**src/rtl/dmem_access_arbiter.sv**
```systemverilog
// dmem_access_arbiter: sequences every access to the single-port data memory
// behind the MEM stage, shares it between the CPU and an external loader/debug
// port, models the fixed read latency and stalls the CPU until its access ends.
// Optional feature: define DMEM_ARB_RR_EN for round-robin arbitration; the
// default build uses fixed CPU-over-EXT priority.
module dmem_access_arbiter #(
  parameter int DATA_W  = 18,
  parameter int ADDR_W  = 10,
  parameter int MEM_LAT = 2
) (
  input  logic              clk,
  input  logic              rst,
  input  logic              cpu_req_i,
  input  logic              cpu_we_i,
  input  logic [ADDR_W-1:0] cpu_addr_i,
  input  logic [DATA_W-1:0] cpu_wdata_i,
  output logic [DATA_W-1:0] cpu_rdata_o,
  output logic              cpu_stall_o,
  input  logic              ext_req_i,
  input  logic              ext_we_i,
  input  logic [ADDR_W-1:0] ext_addr_i,
  input  logic [DATA_W-1:0] ext_wdata_i,
  output logic              ext_gnt_o,
  output logic [DATA_W-1:0] ext_rdata_o,
  output logic              mem_en_o,
  output logic              mem_we_o,
  output logic [ADDR_W-1:0] mem_addr_o,
  output logic [DATA_W-1:0] mem_wdata_o,
  input  logic [DATA_W-1:0] mem_rdata_i
);

  localparam int CNT_W = $clog2(MEM_LAT + 1);

  typedef enum logic [1:0] {IDLE, ISSUE, WAIT, DONE} state_t;
  typedef enum logic {OWNER_EXT, OWNER_CPU} owner_t;

  state_t            state_q, state_d;
  owner_t            owner_q, owner_d;
  logic              we_q, we_d;
  logic [ADDR_W-1:0] addr_q, addr_d;
  logic [DATA_W-1:0] wdata_q, wdata_d;
  logic [DATA_W-1:0] rdata_q, rdata_d;
  logic [CNT_W-1:0]  cnt_q, cnt_d;
  logic              grant_cpu;
  logic              done_cpu;
  logic              done_ext;

`ifdef DMEM_ARB_RR_EN
  owner_t last_owner_q, last_owner_d;

  // On a tie the requester that did not win the previous arbitration goes first
  always_comb begin
    grant_cpu = cpu_req_i;
    if (cpu_req_i && ext_req_i) begin
      grant_cpu = (last_owner_q == OWNER_EXT);
    end
  end

  // Remember the winner of every IDLE->ISSUE arbitration
  always_comb begin
    last_owner_d = last_owner_q;
    if (state_q == IDLE && (cpu_req_i || ext_req_i)) begin
      last_owner_d = grant_cpu ? OWNER_CPU : OWNER_EXT;
    end
  end

  // Round-robin history register; EXT after reset so the CPU wins the first tie
  always_ff @(posedge clk or posedge rst) begin
    if (rst) begin
      last_owner_q <= OWNER_EXT;
    end else begin
      last_owner_q <= last_owner_d;
    end
  end
`else
  assign grant_cpu = cpu_req_i;
`endif

  // Next-state logic: arbitrate in IDLE, issue once, count out the read latency
  always_comb begin
    state_d = state_q;
    owner_d = owner_q;
    we_d    = we_q;
    addr_d  = addr_q;
    wdata_d = wdata_q;
    rdata_d = rdata_q;
    cnt_d   = cnt_q;
    case (state_q)
      IDLE: begin
        if (cpu_req_i || ext_req_i) begin
          state_d = ISSUE;
          if (grant_cpu) begin
            owner_d = OWNER_CPU;
            we_d    = cpu_we_i;
            addr_d  = cpu_addr_i;
            wdata_d = cpu_wdata_i;
          end else begin
            owner_d = OWNER_EXT;
            we_d    = ext_we_i;
            addr_d  = ext_addr_i;
            wdata_d = ext_wdata_i;
          end
        end
      end
      ISSUE: begin
        if (we_q) begin
          state_d = DONE;
        end else begin
          cnt_d   = CNT_W'(MEM_LAT);
          state_d = WAIT;
        end
      end
      WAIT: begin
        cnt_d = cnt_q - CNT_W'(1);
        if (cnt_q == CNT_W'(1)) begin
          rdata_d = mem_rdata_i;
          state_d = DONE;
        end
      end
      DONE: begin
        state_d = IDLE;
      end
      default: begin
        state_d = IDLE;
      end
    endcase
  end

  // State and command registers; reset drops any in-flight access
  always_ff @(posedge clk or posedge rst) begin
    if (rst) begin
      state_q <= IDLE;
      owner_q <= OWNER_EXT;
      we_q    <= 1'b0;
      addr_q  <= '0;
      wdata_q <= '0;
      rdata_q <= '0;
      cnt_q   <= '0;
    end else begin
      state_q <= state_d;
      owner_q <= owner_d;
      we_q    <= we_d;
      addr_q  <= addr_d;
      wdata_q <= wdata_d;
      rdata_q <= rdata_d;
      cnt_q   <= cnt_d;
    end
  end

  // Memory strobes come only from registers; completion is the DONE cycle
  assign mem_en_o    = (state_q == ISSUE);
  assign mem_we_o    = (state_q == ISSUE) && we_q;
  assign mem_addr_o  = addr_q;
  assign mem_wdata_o = wdata_q;

  assign done_cpu    = (state_q == DONE) && (owner_q == OWNER_CPU);
  assign done_ext    = (state_q == DONE) && (owner_q == OWNER_EXT);
  assign cpu_rdata_o = done_cpu ? rdata_q : '0;
  assign cpu_stall_o = cpu_req_i && !done_cpu;
  assign ext_gnt_o   = done_ext;
  assign ext_rdata_o = done_ext ? rdata_q : '0;

endmodule

```
**config.mk**
```make
export PLATFORM = sky130hd
export DESIGN_NAME = dmem_access_arbiter
export DESIGN_NICKNAME = d
export VERILOG_FILES = /design/src/rtl/dmem_access_arbiter.sv
export SDC_FILE = /design/constraint.sdc
export NUM_CORES = 1
export LEC_CHECK = 0
export CORE_UTILIZATION = 40
export CTS_BUF_LIST = sky130_fd_sc_hd__clkbuf_2 sky130_fd_sc_hd__clkbuf_4 sky130_fd_sc_hd__clkbuf_8
export DETAILED_ROUTE_END_ITERATION = 10
export GPL_ROUTABILITY_DRIVEN = 0
export PLACE_DENSITY = 0.83
export SYNTH_ARGS = -nofsm -noshare
export SYNTH_HDL_FRONTEND = slang
export SYNTH_SLANG_ARGS = --single-unit
```
**constraint.sdc**
```tcl
create_clock -name clk -period 1.8 [get_ports clk]
set_input_delay 0.36 -clock clk [delete_from_list [all_inputs] [get_ports clk]]
set_output_delay 0.36 -clock clk [all_outputs]
set_load 0.02 [all_outputs]
```
---- Word level (Yosys, flattened, before mapping) ----
Index checks and enable logic that the tools add are counted.
word-level totals
  memories kept ........................... 0
  bits in registers ....................... 52
  input port bits ......................... 80
  bits in latches ......................... 0
  ROM bits ................................ 0
  word-level logic and storage cells ...... 40
  output and inout port bits .............. 68
  bits in writable memories ............... 0
operators by class
  equal/unequal tests ..................... 7
  reduce and logical (&&, ||, !) cells .... 12
  muxes and demuxes ....................... 12
  magnitude comparators ................... 0
  multiply operators ...................... 0
  $add $sub $neg .......................... 1
  shift operators ......................... 0
  bitwise logic cells ..................... 1
  divide/modulo/power cells ............... 0
operators with widths
  kind                 count
  $mux 18              3
  $mux 10              1
  $pmux 2 s4           1
  $reduce_and 2->1     4
  $mux 2               3
  $ne 2x2->1 const B   3
  $eq 2x1->1 const B   2
  $eq 2x2->1 const B   2
  $logic_and 1x1->1    4
  $pmux 2 s2           1
  $mux 1               3
  $logic_not 2->1      1
  $reduce_bool 2->1    1
  $sub 2x1->2 const B  1
  $logic_not 1->1      1
  $logic_or 1x1->1     1
  $not 1->1            1

---- Longest topological paths before layout ----
Gate-level depths: netlist of run 1.
  depth in word-level cells ............... 4
  gate-level depth with buffers ........... 7

---- Least setup slack after synthesis of run 1 ----
No wires, ideal clock.
  kind .................................... reg2out
  start ................................... register state_q[0]
  end ..................................... output port cpu_stall_o
  cell stages (with the launch flop) ...... 5
  path slack .............................. 0.005 ns
  data required time ...................... 1.440 ns
  arrival ................................. 1.435 ns
  path through ............................ dfrtp_1 -> ha_1 -> clkbuf_1 -> clkbuf_1 -> a21boi_0
between the ends
  cells in the longest elaborated chain, start to end .. 4
ends and longest elaborated chain
  what                    line  text
  from (decl)             37    state_t state_q, state_d;
  from (signal assigned)  140   state_q <= state_d;
  $eq 2x2->1              156   assign done_cpu = (state_q == DONE) && (owner_q == OWNER_CPU);
  $logic_and 1x1->1       156
  $logic_not 1->1         159   assign cpu_stall_o = cpu_req_i && !done_cpu;
  $logic_and 1x1->1       159
  to (decl)               18    output logic cpu_stall_o,
No other way between the ends.

---- Final worst setup path of run 1 ----
  start ................................... register state_q[1]
  end ..................................... output port ext_rdata_o[7]
between the ends
  cells in the longest elaborated chain, start to end .. 3
ends and longest elaborated chain
  what               line  text
  $eq 2x2->1         157   assign done_ext = (state_q == DONE) && (owner_q == OWNER_EXT);
  $logic_and 1x1->1  157
  $mux 18            161   assign ext_rdata_o = done_ext ? rdata_q : '0;
  to (decl)          24    output logic [DATA_W-1:0] ext_rdata_o,
No other way between the ends.

==> metrics.txt, run 1 <==
relative slew slack=78.15%; vias=2,340; fin crit share=98.88%; WP buf/inv=2; Switching Fraction=38.68%; DR vias/cell=4.968; DRC=0; Worst setup EP type=primary output; MaxCap Viol Count=0; cell accounting for the most synthesized area=dfrtp_1; DPL Wire Length=5.182 mm; final hold slack=0.4209 ns; # setup viols final=0; CP Max Fanout=9; largest net degree at the start of global routing=53; synth warn=0; die area=6993 um2; Synth Register Bits=52; vias in the first global route=2,305; Die Height=83.63 um; Period minus WS final=1.780 ns; initial antenna violation count=0; H-tree levels=2; Starting Density=41.73%; Yosys top cell area share=48.83%; Critical Path RT=1.44 ns; CTS Hold Bufs=0; I/O Pins=148; Core Area=6386 um2; CTS Buf Count=5; Ant. Diodes=0; top cells by area in the synthesized netlist=dfrtp_1 (49%), mux2i_1 (11%), mux2_4 (5.6%); worst-path cell chain=ha_2 > nor2b_4 > buf_6 > and2_1 > buf_6; leakage power figure=2.149 nW; total gr overflow=0; Iteration-0 DRC Markers=90; TritonCTS clock tree=done; DR pass1 iterations=4; wire length per cell=14.35 um; Peak VDD IR=0.001020 V; syn avg cell area=11.15 um2; RSZ-0062 raised after global routing=true; Mapped Area=2665 um2; P_sw=2.582 mW; clock share of power=11.6%; first-pass GRT wire length=10.96 mm; Worst Setup Start Kind=flip-flop; Arr. time, crit path=1.42 ns; Reg power frac=32.0%; clock root buffer=clkbuf_8; remaining antenna violation count after routing=0; Clock Latency Late Sink=0.30 ns; Rows=29; syn_nets=325; Worst Skew=0.007014 ns; GRT Util Overall=19.71%; Logic pwr share=56.5%; Yosys cell types=29; Area growth syn-to-layout=63.15%; fillers=532; Worst path most repeated cell=buf_6; clock tree sinks=52; final setup TNS=0 ns; type of the worst setup path=flip-flop to primary output; Pint=4.093 mW; CP delay by family, top=flip-flops; slowest stage delay, CP=0.39 ns; Hold/Removal Path Class=input port to async pin; die width=83.63 um; fmax=561.8 MHz; highest-delay cell along the critical path=dfrtp_1; final hold violations=0; CTS max path bufs=2; status=completed; I/O Buffers=147; Post-CTS Setup Inserts=0; register area share after synthesis=48.83%; actual slew at the worst max-slew pin=0.3278 ns; share of cells above drive strength 1=25.89%; PwrDens=1535 nW/um2; Nets=479; Routed Wire Length=6.760 mm; cell count after synthesis=239; CTS clk-pin slew, worst paths=0.09 ns; Slew Limit Fails=0
-- metal layers --
metal	vias up	routed length, um	GRT usage [%]
met5	-	0	0
met4	0	110	6.780
met3	6	482	4.352
met2	119	3252	33.70
met1	1089	2914	24.60
li1	1126	-	-
-- sequential cells by signal, summed over array words and instances, names as in the netlist --
register     cells
cnt_q            2
state_q          2
mem_addr_o      10
mem_wdata_o     18
rdata_q         18
owner_q          1
we_q             1
-- cells in the mapped netlist --
| library cell | n |
|---|---|
| inv_1 | 5 |
| mux2_4 | 10 |
| clkbuf_2 | 2 |
| mux2_2 | 9 |
| o21a_1 | 1 |
| o21ai_0 | 26 |
| a2bb2oi_1 | 1 |
| o21ai_4 | 1 |
| ha_1 | 6 |
| buf_6 | 5 |
| dfrtp_1 | 52 |
| nand2_4 | 1 |
| a211oi_1 | 1 |
| nand2_1 | 32 |
| nor2_1 | 2 |
| a21boi_0 | 1 |
| a22o_1 | 1 |
| clkbuf_1 | 4 |
| o22a_1 | 1 |
| buf_2 | 1 |
| and3_1 | 18 |
| and2_1 | 18 |
| buf_4 | 4 |
| mux2i_1 | 30 |
| nor2b_1 | 1 |
| nor2b_2 | 1 |
| nor3b_1 | 1 |
| a21oi_1 | 1 |
| o21ai_1 | 3 |
-- repair_timing --
item | CTS | global route
endpoints found under the setup margin | 40 | 26
cloned | 2 | 0
gates resized for setup | 195 | 26
pin swaps | 1 | 0
-- cells in the final DEF (no fill, tap or decap) --
cell type | synthesis | final
clkdlybuf4s50_1 | 0 | 106
dfrtp_1 | 52 | 52
nand2_1 | 32 | 32
mux2i_1 | 30 | 30
o21ai_0 | 26 | 26
buf_2 | 1 | 22
buf_6 | 5 | 21
and3_1 | 18 | 18
and2_4 | 0 | 11
buf_4 | 4 | 11
mux2_4 | 10 | 10
mux2_2 | 9 | 9
and2_1 | 18 | 7
ha_1 | 6 | 5
clkbuf_8 | 0 | 5
inv_1 | 5 | 4
o21ai_1 | 3 | 3
buf_12 | 0 | 3
nor2_1 | 2 | 2
o21ai_4 | 1 | 1
a22o_1 | 1 | 1
nor2b_2 | 1 | 1
a21oi_1 | 1 | 1
o21a_1 | 1 | 1
a211oi_1 | 1 | 1
nor3b_1 | 1 | 1
a2bb2oi_1 | 1 | 1
nand2_4 | 1 | 1
nor2b_4 | 0 | 1
a21boi_2 | 0 | 1
inv_2 | 0 | 1
o22a_1 | 1 | 1
ha_2 | 0 | 1
clkinvlp_4 | 0 | 1
bufinv_16 | 0 | 1
clkinv_2 | 0 | 1
-- stage by stage --
stage | utilization, % | instance area [um2] | setup slack [ns] | std cells | total power, mW
floorplan | - | 2665 | 0.005399 | 239 | 4.137
global placement | 66.61 | 4254 | -0.09739 | 461 | 5.738
detailed placement | 66.61 | 4254 | -0.1500 | 461 | 5.870
CTS | 67.07 | 4283 | -0.003183 | 471 | 6.599
global route | 68.08 | 4348 | -0.06180 | 471 | 7.086
finish | 68.08 | 4348 | 0.02010 | 471 | 6.675
-- logic make-up after synthesis --
| group | after synthesis | synth area share, % |
|---|---|---|
| and+or+nand+nor | 74 | 14.51 |
| adders and majority gates | 6 | 2.817 |
| AOI/OAI and AO/OA | 37 | 8.075 |
| DFF | 52 | 48.83 |
| buffers and inverters | 21 | 5.070 |
| muxes | 49 | 20.70 |
-- path summary, 6_finish.rpt --
| path | depth (start not counted) | start | end | slack [ns] |
|---|---|---|---|---|
| max reg2reg | 6 | state_q[0]$_DFFE_PP0P_ | state_q[1]$_DFFE_PP0P_ | 0.14 |
| min reg2reg | 2 | mem_wdata_o[5]$_DFFE_PP0P_ | mem_wdata_o[5]$_DFFE_PP0P_ | 0.48 |
| max | 5 | state_q[1]$_DFFE_PP0P_ | ext_rdata_o[7] | 0.02 |
| min in group clk | 2 | mem_wdata_o[5]$_DFFE_PP0P_ | mem_wdata_o[5]$_DFFE_PP0P_ | 0.48 |
| max in group asynchronous | 3 | rst | cnt_q[0]$_DFFE_PP0P_ | 1.15 |
| min | 3 | rst | rdata_q[16]$_DFFE_PP0P_ | 0.42 |
-- layout make-up --
type | count | area [um2] | area share, %
inverter | 5 | 18.77 | 0.4317
clock inverter | 3 | 42.54 | 0.9784
timing repair buffer | 163 | 1550 | 35.65
multi-input combinational | 166 | 1270 | 29.21
clock buffer | 5 | 68.82 | 1.583
sequential | 52 | 1301 | 29.93
tap | 77 | 96.34 | 2.216
-- worst reg2reg max path, stage by stage (launching register included) --
cell and delay (ns):
dfrtp_1 0.36, buf_4 0.13, inv_1 0.08, ha_1 0.27
nor2b_2 0.19, a21oi_1 0.18, mux2_2 0.36
-- power groups by stage --
stage	Combinational, mW	Clock (mW)	Sequential (mW)
after floorplan	1.72	0	2.42
after global placement	3.64	0	2.10
after detailed placement	3.75	0	2.12
after CTS	3.68	0.797	2.12
after global routing	4.04	0.842	2.20
final	3.77	0.774	2.13
No activity file was read; power rests on OpenSTA's default activity.
==> run 2, diff against run 1 <==
Settings changed: CORE_UTILIZATION 40 to 35, PLACE_DENSITY 0.83 to 0.74.
==> metrics.txt, run 2 (synthesis results as in run 1) <==
type of the worst setup path=flip-flop to primary output; multi-input combinational cell area=1308 um2; Logic pwr share=58.2%; P_sw=2.611 mW; Worst setup EP type=primary output; vias=2,274; Worst Setup Start Kind=flip-flop; Rows=31; remaining antenna violation count after routing=0; Hold/Removal Path Class=input port to async pin; actual slew at the worst max-slew pin=0.3022 ns; Die Height=89.26 um; Switching Fraction=39.63%; Iteration-0 DRC Markers=52; relative slew slack=79.81%; failing checks=setup timing; DPL Wire Length=5.089 mm; die area=7967 um2; I/O Buffers=147; DRC=0; die width=89.26 um; CTS Hold Bufs=0; largest net degree at the start of global routing=53; clock root buffer=clkbuf_8; RSZ-0062 raised after global routing=true; Ant. Diodes=0; final hold violations=0; leakage power figure=2.129 nW; Nets=479; # setup viols final=7; Worst Skew=0.009449 ns; fin crit share=100.7%; Clock Latency Late Sink=0.30 ns; MaxCap Viol Count=0; share of cells above drive strength 1=26.97%; Util after Layout=60.02%; clock share of power=9.8%; DR vias/cell=4.622; Pint=3.978 mW; Area growth syn-to-layout=64.23%; total gr overflow=0; fillers=626; Routed Wire Length=6.816 mm; vias in the first global route=2,190; Reg power frac=32.1%; GRT Util Overall=17.43%; Core Area=7292 um2; wire length per cell=13.85 um; placed cell areas=4262 um2; initial antenna violation count=0; PwrDens=1505 nW/um2; Arr. time, crit path=1.45 ns; clock tree sinks=52; DR pass1 iterations=4; Sequential Area=1301 um2; H-tree levels=2; CTS Buf Count=5; fin area=4377 um2; Period minus WS final=1.813 ns; Starting Density=36.55%; Total Power=6.588 mW; CTS max path bufs=2; commonest non-fill, non-tap cell in the layout=clkdlybuf4s50_1; final worst setup slack=-0.01334 ns; status=finished, violations left; Critical Path RT=1.44 ns; CTS clk-pin slew, worst paths=0.09 ns; TritonCTS clock tree=done; first-pass GRT wire length=10.39 mm; Slew Limit Fails=0; I/O Pins=148; Peak VDD IR=0.0005778 V; CP Max Fanout=9; fmax=551.5 MHz; commonest non-fill, non-tap cells in the layout=clkdlybuf4s50_1 (106), dfrtp_1 (52), nand2_1 (31), mux2i_1 (30), o21ai_0 (26)
run 2: timing repair:
action                     4_1_cts  5_1_grt
setup buffers                    0        1
setup endpoints to repair       40       39
pin swaps                        6        1
gates resized for setup        218       11
gates cloned                     2        0
run 2: cell type report:
class	count	share of cell area (%)
flip-flops and latches	52	29.73
clock inverters	2	0.2859
repair buffers	163	35.28
well taps	99	2.830
inverters	5	0.4288
clock buffers	5	1.572
multi-input cells	166	29.87
run 2: critical path: stages, from the launching register on:
cell     delay, ns
dfrtp_1       0.36
ha_2          0.18
nor2b_4       0.21
buf_6         0.15
and2_1        0.14
buf_6         0.12
run 2: power by group through the flow:
stage | combinational (mW) | clock (mW) | sequential, mW
after floorplan | 1.72 | 0 | 2.42
after global routing | 4.16 | 0.709 | 2.19
after CTS | 3.75 | 0.665 | 2.11
final | 3.83 | 0.643 | 2.11
after global placement | 3.62 | 0 | 2.09
after detailed placement | 3.70 | 0 | 2.11
run 2: per-stage QoR:
step	instances	hold slack, ns	TNS (ns)	worst slack (ns)
after floorplan	239	0.4543	0	0.005399
after global placement	482	0.4614	-2.036	-0.1010
after detailed placement	482	0.4692	-3.167	-0.1440
after CTS	491	0.4231	-0.2695	-0.02163
after global routing	492	0.4310	-1.934	-0.08932
final	492	0.4077	-0.04558	-0.01334
run 2: path summary, 6_finish.rpt:
path | startpoint | to | slack, ns | cells after the start
worst max-delay path | state_q[1]$_DFFE_PP0P_ | ext_rdata_o[12] | -0.01 | 5
worst min-delay path | rst | rdata_q[12]$_DFFE_PP0P_ | 0.41 | 3
worst max register to register | state_q[0]$_DFFE_PP0P_ | state_q[1]$_DFFE_PP0P_ | 0.06 | 7
worst min register to register | mem_wdata_o[17]$_DFFE_PP0P_ | mem_wdata_o[17]$_DFFE_PP0P_ | 0.49 | 2
max in group asynchronous | rst | cnt_q[1]$_DFFE_PP0P_ | 1.15 | 3
min in group clk | mem_wdata_o[17]$_DFFE_PP0P_ | mem_wdata_o[17]$_DFFE_PP0P_ | 0.49 | 2
run 2: metal layers:
layer  vias to the layer above  share of wire, %  global-route usage, %  wire length, um
li1                       1120                 -                      -                -
met1                      1038                39                  19.74             2687
met2                       109                49                  30.88             3359
met3                         7                10                  6.371              684
met4                         0               1.2                  4.906               84
met5                         -                 0                      0                0
